**config.mk**
```make
export PLATFORM = sky130hd
export DESIGN_NAME = btn_debounce
export DESIGN_NICKNAME = d
export VERILOG_FILES = /design/src/rtl/btn_debounce.sv
export SDC_FILE = /design/constraint.sdc
export NUM_CORES = 1
export LEC_CHECK = 0
export ABC_AREA = 1
export CAP_MARGIN = 20
export CORE_MARGIN = 5
export CORE_UTILIZATION = 45
export DETAILED_ROUTE_END_ITERATION = 7
export HOLD_SLACK_MARGIN = 0.03
export MAX_ROUTING_LAYER = met4
export PLACE_DENSITY = 0.7
export SYNTH_ARGS = -nofsm -noshare
export SYNTH_HDL_FRONTEND = slang
export SYNTH_SLANG_ARGS = --single-unit
```
**constraint.sdc**
```tcl
create_clock -name clk -period 1.6 [get_ports clk]
set_input_delay 0.32 -clock clk [delete_from_list [all_inputs] [get_ports clk]]
set_output_delay 0.32 -clock clk [all_outputs]
set_load 0.005 [all_outputs]
```
**src/rtl/btn_debounce.sv**
```systemverilog
// Button conditioner: two-flop synchroniser, counter-based debounce FSM, press/release pulses and press counter.
// Optional auto-repeat of btn_press while held is built only when BTN_REPEAT_EN is defined.
module btn_debounce #(
    parameter int DEBOUNCE_CYCLES = 500000
`ifdef BTN_REPEAT_EN
    ,
    parameter int REPEAT_DELAY    = 25000000,
    parameter int REPEAT_PERIOD   = 5000000
`endif
) (
    input  logic       clk,
    input  logic       rst,
    input  logic       button,
    output logic       btn_level,
    output logic       btn_press,
    output logic       btn_release,
    output logic [7:0] press_count
);

    localparam int CW = $clog2(DEBOUNCE_CYCLES) + 1;
    localparam logic [CW-1:0] CNT_LAST = CW'(DEBOUNCE_CYCLES - 1);

    typedef enum logic [1:0] {
        IDLE    = 2'd0,
        CHK_HI  = 2'd1,
        PRESSED = 2'd2,
        CHK_LO  = 2'd3
    } state_t;

    state_t        state, state_next, prev_state;
    logic [CW-1:0] cnt, cnt_next;
    logic          s1, s2;
    logic          level_d, press_d, release_d;
    logic          rpt_hit;

    // State register; prev_state lets the output stage recognise which transition just happened.
    always_ff @(posedge clk or negedge rst) begin
        if (!rst) begin
            s1         <= 1'b0;
            s2         <= 1'b0;
            state      <= IDLE;
            prev_state <= IDLE;
            cnt        <= '0;
        end else begin
            s1         <= button;
            s2         <= s1;
            state      <= state_next;
            prev_state <= state;
            cnt        <= cnt_next;
        end
    end

    always_comb begin
        state_next = state;
        cnt_next   = cnt;
        case (state)
            IDLE: begin
                if (s2) begin
                    state_next = CHK_HI;
                    cnt_next   = CW'(1);
                end else begin
                    cnt_next = '0;
                end
            end
            CHK_HI: begin
                if (!s2) begin
                    state_next = IDLE;
                    cnt_next   = '0;
                end else if (cnt == CNT_LAST) begin
                    state_next = PRESSED;
                    cnt_next   = '0;
                end else begin
                    cnt_next = cnt + CW'(1);
                end
            end
            PRESSED: begin
                if (!s2) begin
                    state_next = CHK_LO;
                    cnt_next   = CW'(1);
                end else begin
                    cnt_next = '0;
                end
            end
            CHK_LO: begin
                if (s2) begin
                    state_next = PRESSED;
                    cnt_next   = '0;
                end else if (cnt == CNT_LAST) begin
                    state_next = IDLE;
                    cnt_next   = '0;
                end else begin
                    cnt_next = cnt + CW'(1);
                end
            end
            default: begin
                state_next = IDLE;
                cnt_next   = '0;
            end
        endcase
    end

    // Pulses fire only on the debounced transitions, never on a bounce back into PRESSED or IDLE.
    always_comb begin
        level_d   = (state == PRESSED) || (state == CHK_LO);
        press_d   = ((state == PRESSED) && (prev_state == CHK_HI)) || rpt_hit;
        release_d = (state == IDLE) && (prev_state == CHK_LO);
    end

`ifdef BTN_REPEAT_EN
    localparam int RMAX = (REPEAT_DELAY > REPEAT_PERIOD) ? REPEAT_DELAY : REPEAT_PERIOD;
    localparam int RW   = $clog2(RMAX + 1) + 1;

    logic [RW-1:0] rpt_cnt;
    logic          rpt_armed;

    // rpt_cnt counts cycles spent in PRESSED; the first repeat waits REPEAT_DELAY, later ones REPEAT_PERIOD.
    assign rpt_hit = (state == PRESSED) &&
                     (rpt_cnt == (rpt_armed ? RW'(REPEAT_PERIOD) : RW'(REPEAT_DELAY)));

    always_ff @(posedge clk or negedge rst) begin
        if (!rst) begin
            rpt_cnt   <= '0;
            rpt_armed <= 1'b0;
        end else if (state != PRESSED) begin
            rpt_cnt   <= '0;
            rpt_armed <= 1'b0;
        end else if (rpt_hit) begin
            rpt_cnt   <= RW'(1);
            rpt_armed <= 1'b1;
        end else begin
            rpt_cnt <= rpt_cnt + RW'(1);
        end
    end
`else
    assign rpt_hit = 1'b0;
`endif

    always_ff @(posedge clk or negedge rst) begin
        if (!rst) begin
            btn_level   <= 1'b0;
            btn_press   <= 1'b0;
            btn_release <= 1'b0;
            press_count <= 8'h00;
        end else begin
            btn_level   <= level_d;
            btn_press   <= press_d;
            btn_release <= release_d;
            press_count <= press_count + 8'(press_d);
        end
    end

endmodule

```
* Yosys cells after proc, flatten, opt, wreduce, memory -nomap -nowiden
Cells that the tools add are included.
Storage, ports and cells: bits in registers 37, input port bits 3, output and inout bits 11
Cells by class: add/sub/neg operators 2, eq/ne operators 10, muxes and demuxes 13, reductions and logical operators 5
Operator list (count):
- one-hot mux 20 bit (4 select lines) | 1
- two-way mux 20 bit | 3
- adder 20 x 1 -> 20 bit, second input constant | 1
- == test 20 x 19 -> 1 bit, second input constant | 1
- two-way mux 2 bit | 6
- adder 8 x 1 -> 8 bit | 1
- one-hot mux 2 bit (4 select lines) | 1
- == test 2 bit, second input constant | 3
- != test 3 bit, second input constant | 2
- == test 2 x 1 -> 1 bit, second input constant | 2
- != test 2 bit, second input constant | 2
- AND reduction 4 bit | 1
- logical AND 1 bit | 2
- zero test 2 bit | 1
- two-way mux 1 bit | 2
- logical OR 1 bit | 1

* Depth between registers and ports, before layout
depth after elaboration 4, mapped depth 9, depth with buffers taken out 9

* Worst setup path after synthesis
Ideal clock, no wire load.
path kind reg2reg, start point register state[0], end point register press_count[7], library setup time 123 ps, arrival time 1441 ps, data required time 1477 ps, setup slack 37 ps, cell stages (with the launch flop) 9, period minus slack after synthesis 1563 ps, cell sequence dfrtp_1 inv_1 nand3_1 nor2_1 ha_1 nand3_1 nor3_1 nand3_1 xnor2_1
Between the ends: word-level cells in the longest chain between the ends 3
Ends and longest elaborated chain:
- start, declared | line 30 | state_t state, state_next, prev_state;
- start signal, assigned | line 47 | state <= state_next;
- == test 2 bit | line 105 | press_d = ((state == PRESSED) && (prev_state == CHK_HI)) || rpt_hit;
- logical AND 1 bit | line 105
- via press_d | line 33 | logic level_d, press_d, release_d;
- adder 8 x 1 -> 8 bit | line 148 | press_count <= press_count + 8'(press_d);
- end signal, assigned | line 148
- end, declared | line 17 | output logic [7:0] press_count
The timed path passes the listed nets, and every way through them passes these cells. A chain may end at the register's enable or synchronous reset.

* Final worst setup path
start point register state[0], end point register press_count[6]
Same word-level chain as after synthesis.

==> flow_summary.yaml <==
placement:
  hpwlAfterDp_mm: 2.67
  dpl_worst_slack_ns: -0.0184
  place.gp.congestion: 0.869
  io_buffer_count: 13
  place_inst: 282
  place_area_sq_um: 2150
hold_path:
  worstHoldPathType: "flop to flop"
  min_to: "s2"
  hp-start: "s1"
  holdPathStages: 0
detailed_routing:
  route.detailed.drc: 0
  viasPerCell: 4.83
  wl_mm: 3.56
  wire_per_inst_um: 12.2
  vias: 1414
  final_antenna_net_count: 0
  drtIter0Drc: 76
  drt_pass1_iterations: 5
synth:
  ys_seq_elements: 37
  synthArstFlopShare_pct: 100
  seq_area_frac_synth_pct: 48.1
  synthFlopType: "dfrtp_1"
  ys_types: 23
  synth_common_cells: "41 x nand2_1, 37 x dfrtp_1, 29 x nor2_1, 19 x inv_1, 18 x nor2_2"
  yosysMostFrequentCell: "nand2_1"
  synthCells: 215
  syn_nets: 221
  netlist.area_leader.share_pct: 48.1
  synth_area_leaders: "dfrtp_1 48%, nand2_1 8.0%, nor2_2 5.9%"
  yosys.area.top_type: "dfrtp_1"
  synth-edff-count: 0
  yosys_warnings: 0
  synth_area_sq_um: 1920
  synth.avg_cell_area_sq_um: 8.94
critical_path:
  cp_cell_sequence: "inv_2 > nand3_2 > nor2_2 > ha_2 > ha_2 > nand3_2 > nor2_2 > xor2_1"
  setup.worst_path.end_class: "flop"
  rr_startpoint: "state[0]"
  path_buf_inv: 1
  slowest_stage: "dfrtp_1"
  worstSetupPathType: "flop to flop"
  crit_fanout: 3
  r2r_cells: 8
  worst_setup_path_start_kind: "flop"
  regToRegSetupSlack_ns: 0.05
  worstReg2RegEnd: "press_count[6]"
  worstPathRequired_ns: 1.82
  critPathMaxStageDelay_ns: 0.39
  critPathTopFamily: "simple AND/OR/NAND/NOR gates"
  cp.arrival_ns: 1.78
cts:
  clock_path_buffers: 2
  cts_buffers: 5
  clk_latency_ns: 0.29
  cts_sinks: 37
  path_clk_slew_ns: 0.08
  tritoncts: "built"
  htree_num_levels: 2
  cts-root-buf: "clkbuf_8"
pwr:
  power_density_nw_per_um2: 715
  vdd_drop_max_mv: 0.686
  p_leak_nw: 1.09
  p_total_w: 0.00167
layout:
  area_growth_pct: 21.5
  fin_nets: 248
  final_area_sq_um: 2340
  drive_above_1_share_pct: 27.6
  fin_cells: 293
  antenna-diode-count: 0
floorplanning:
  die_h_um: 75.4
  initial_utilization_pct: 47.4
  die_area_sq_um: 5680
  rows: 23
  coreArea_sq_um: 4060
  die_w_um: 75.4
  io_pins: 14
timing:
  final-hold-violation-count: 0
  min_period_ns: 1.55
  fmax_ghz: 0.643
  tightest_slew_ns: 0.420
  worst_slack_ns: 0.0458
  relSlewSlack_pct: 72.0
  rsz0062_at_grt: "yes"
  period_share_pct: 97.1
  setup_violations: 0
  skew_ns: 0.00889
  maxSlewViolCount: 0
global_route:
  grt_max_degree: 21
  grt_usage_pct: 15.3
  grt_pass1_wl_mm: 6.27
  gr-total-overflow: 0
  grt_pass1_vias: 1377
  antenna_found_initial: 0
run_status:
  status: "completed"
job:
  drv_cap: 0
==> timing repair <==
action / in CTS / in global routing
buffers inserted: 0 / 2
resized for setup: 1 / 18
setup endpoints to repair: 2 / 7
endpoints found under the hold margin: 17 / 0
pin swaps: 0 / 6
hold buffers: 1 / 0
==> placed cells by master (no fill, tap or decap), drive strengths merged, types with 6 or more instances in the layout <==
cell	synthesis	layout
xnor2	6	6
clkbuf	1	6
dfrtp	37	37
nand2	48	48
nand3	17	17
buf	3	11
xor2	10	10
nor2	53	53
inv	21	21
clkdlybuf4s50	0	9
==> state kept, by name, summed over array words and instances, names as in the netlist, named ones only <==
signal / count
prev_state: 2
btn_release: 1
btn_press: 1
s1: 1
press_count: 8
state: 1
cnt: 20
btn_level: 1
s2: 1
==> how the worst max path moves through the flow <==
stage / from / endpoint / slack, ns / cells after the start
2_1_floorplan: state[0] / press_count[7] / 0.04 / 8
3_5_place_dp: state[0] / press_count[7] / -0.02 / 8
5_1_grt: state[0] / press_count[6] / -0.08 / 8
4_1_cts: state[0] / press_count[6] / 0.02 / 8
6_report: state[0] / press_count[6] / 0.05 / 8
3_3_place_gp: state[0] / press_count[7] / 0.1 / 8
==> stage by stage <==
step                util (%)  TNS [ns]  hold slack, ns
finish                  57.6         0           0.365
global route            57.6    -0.196           0.385
CTS                     55.6         0           0.362
detailed placement      53.1   -0.0227           0.271
global placement        53.1         0           0.274
floorplan                  -         0          0.0244
==> cell families (layout without fill, tap and decap cells) <==
kind of cell | count (synthesis) | after routing | synth area share, %
AND/OR/NAND/NOR | 131 | 131 | 35.6
flip-flops | 37 | 37 | 48.1
buffers and inverters | 25 | 53 | 6.25
XOR/XNOR | 16 | 16 | 7.29
adder cells (fa/ha/maj) | 3 | 3 | 1.95
AO/OA/AOI/OAI | 3 | 3 | 0.781
==> area by class of cell <==
cell class,instances,area (sq um)
Sequential cell,37,927
Multi-Input combinational cell,153,938
Fill cell,351,1720
Tap cell,50,62.6
Inverter,21,78.8
Clock buffer,6,72.6
Timing Repair Buffer,24,243
Clock inverter,2,15.0
==> metal layers <==
| layer | track usage, % | share of wire [%] | wire length, um |
|---|---|---|---|
| met4 | 6.99 | 3.3 | 116 |
| met3 | 3.56 | 3.2 | 113 |
| met1 | 20.3 | 46 | 1630 |
| met5 | - | 0 | 0 |
| met2 | 22.2 | 48 | 1700 |
==> worst register-to-register path, delay by kind of cell, from the launching register on <==
family,cells,cell delay [ns]
simple gates,4,0.45
fa+ha+maj,2,0.43
flops,1,0.39
xor+xnor,1,0.14
buf+inv,1,0.08
==> report_power, final <==
group,switching (W),internal (W),leakage (nW)
Sequential,0.00000630,0.000943,0.504
Combinational,0.0000458,0.0000290,0.550
Clock,0.000340,0.000307,0.0374
(Power assumes the default switching activity.)
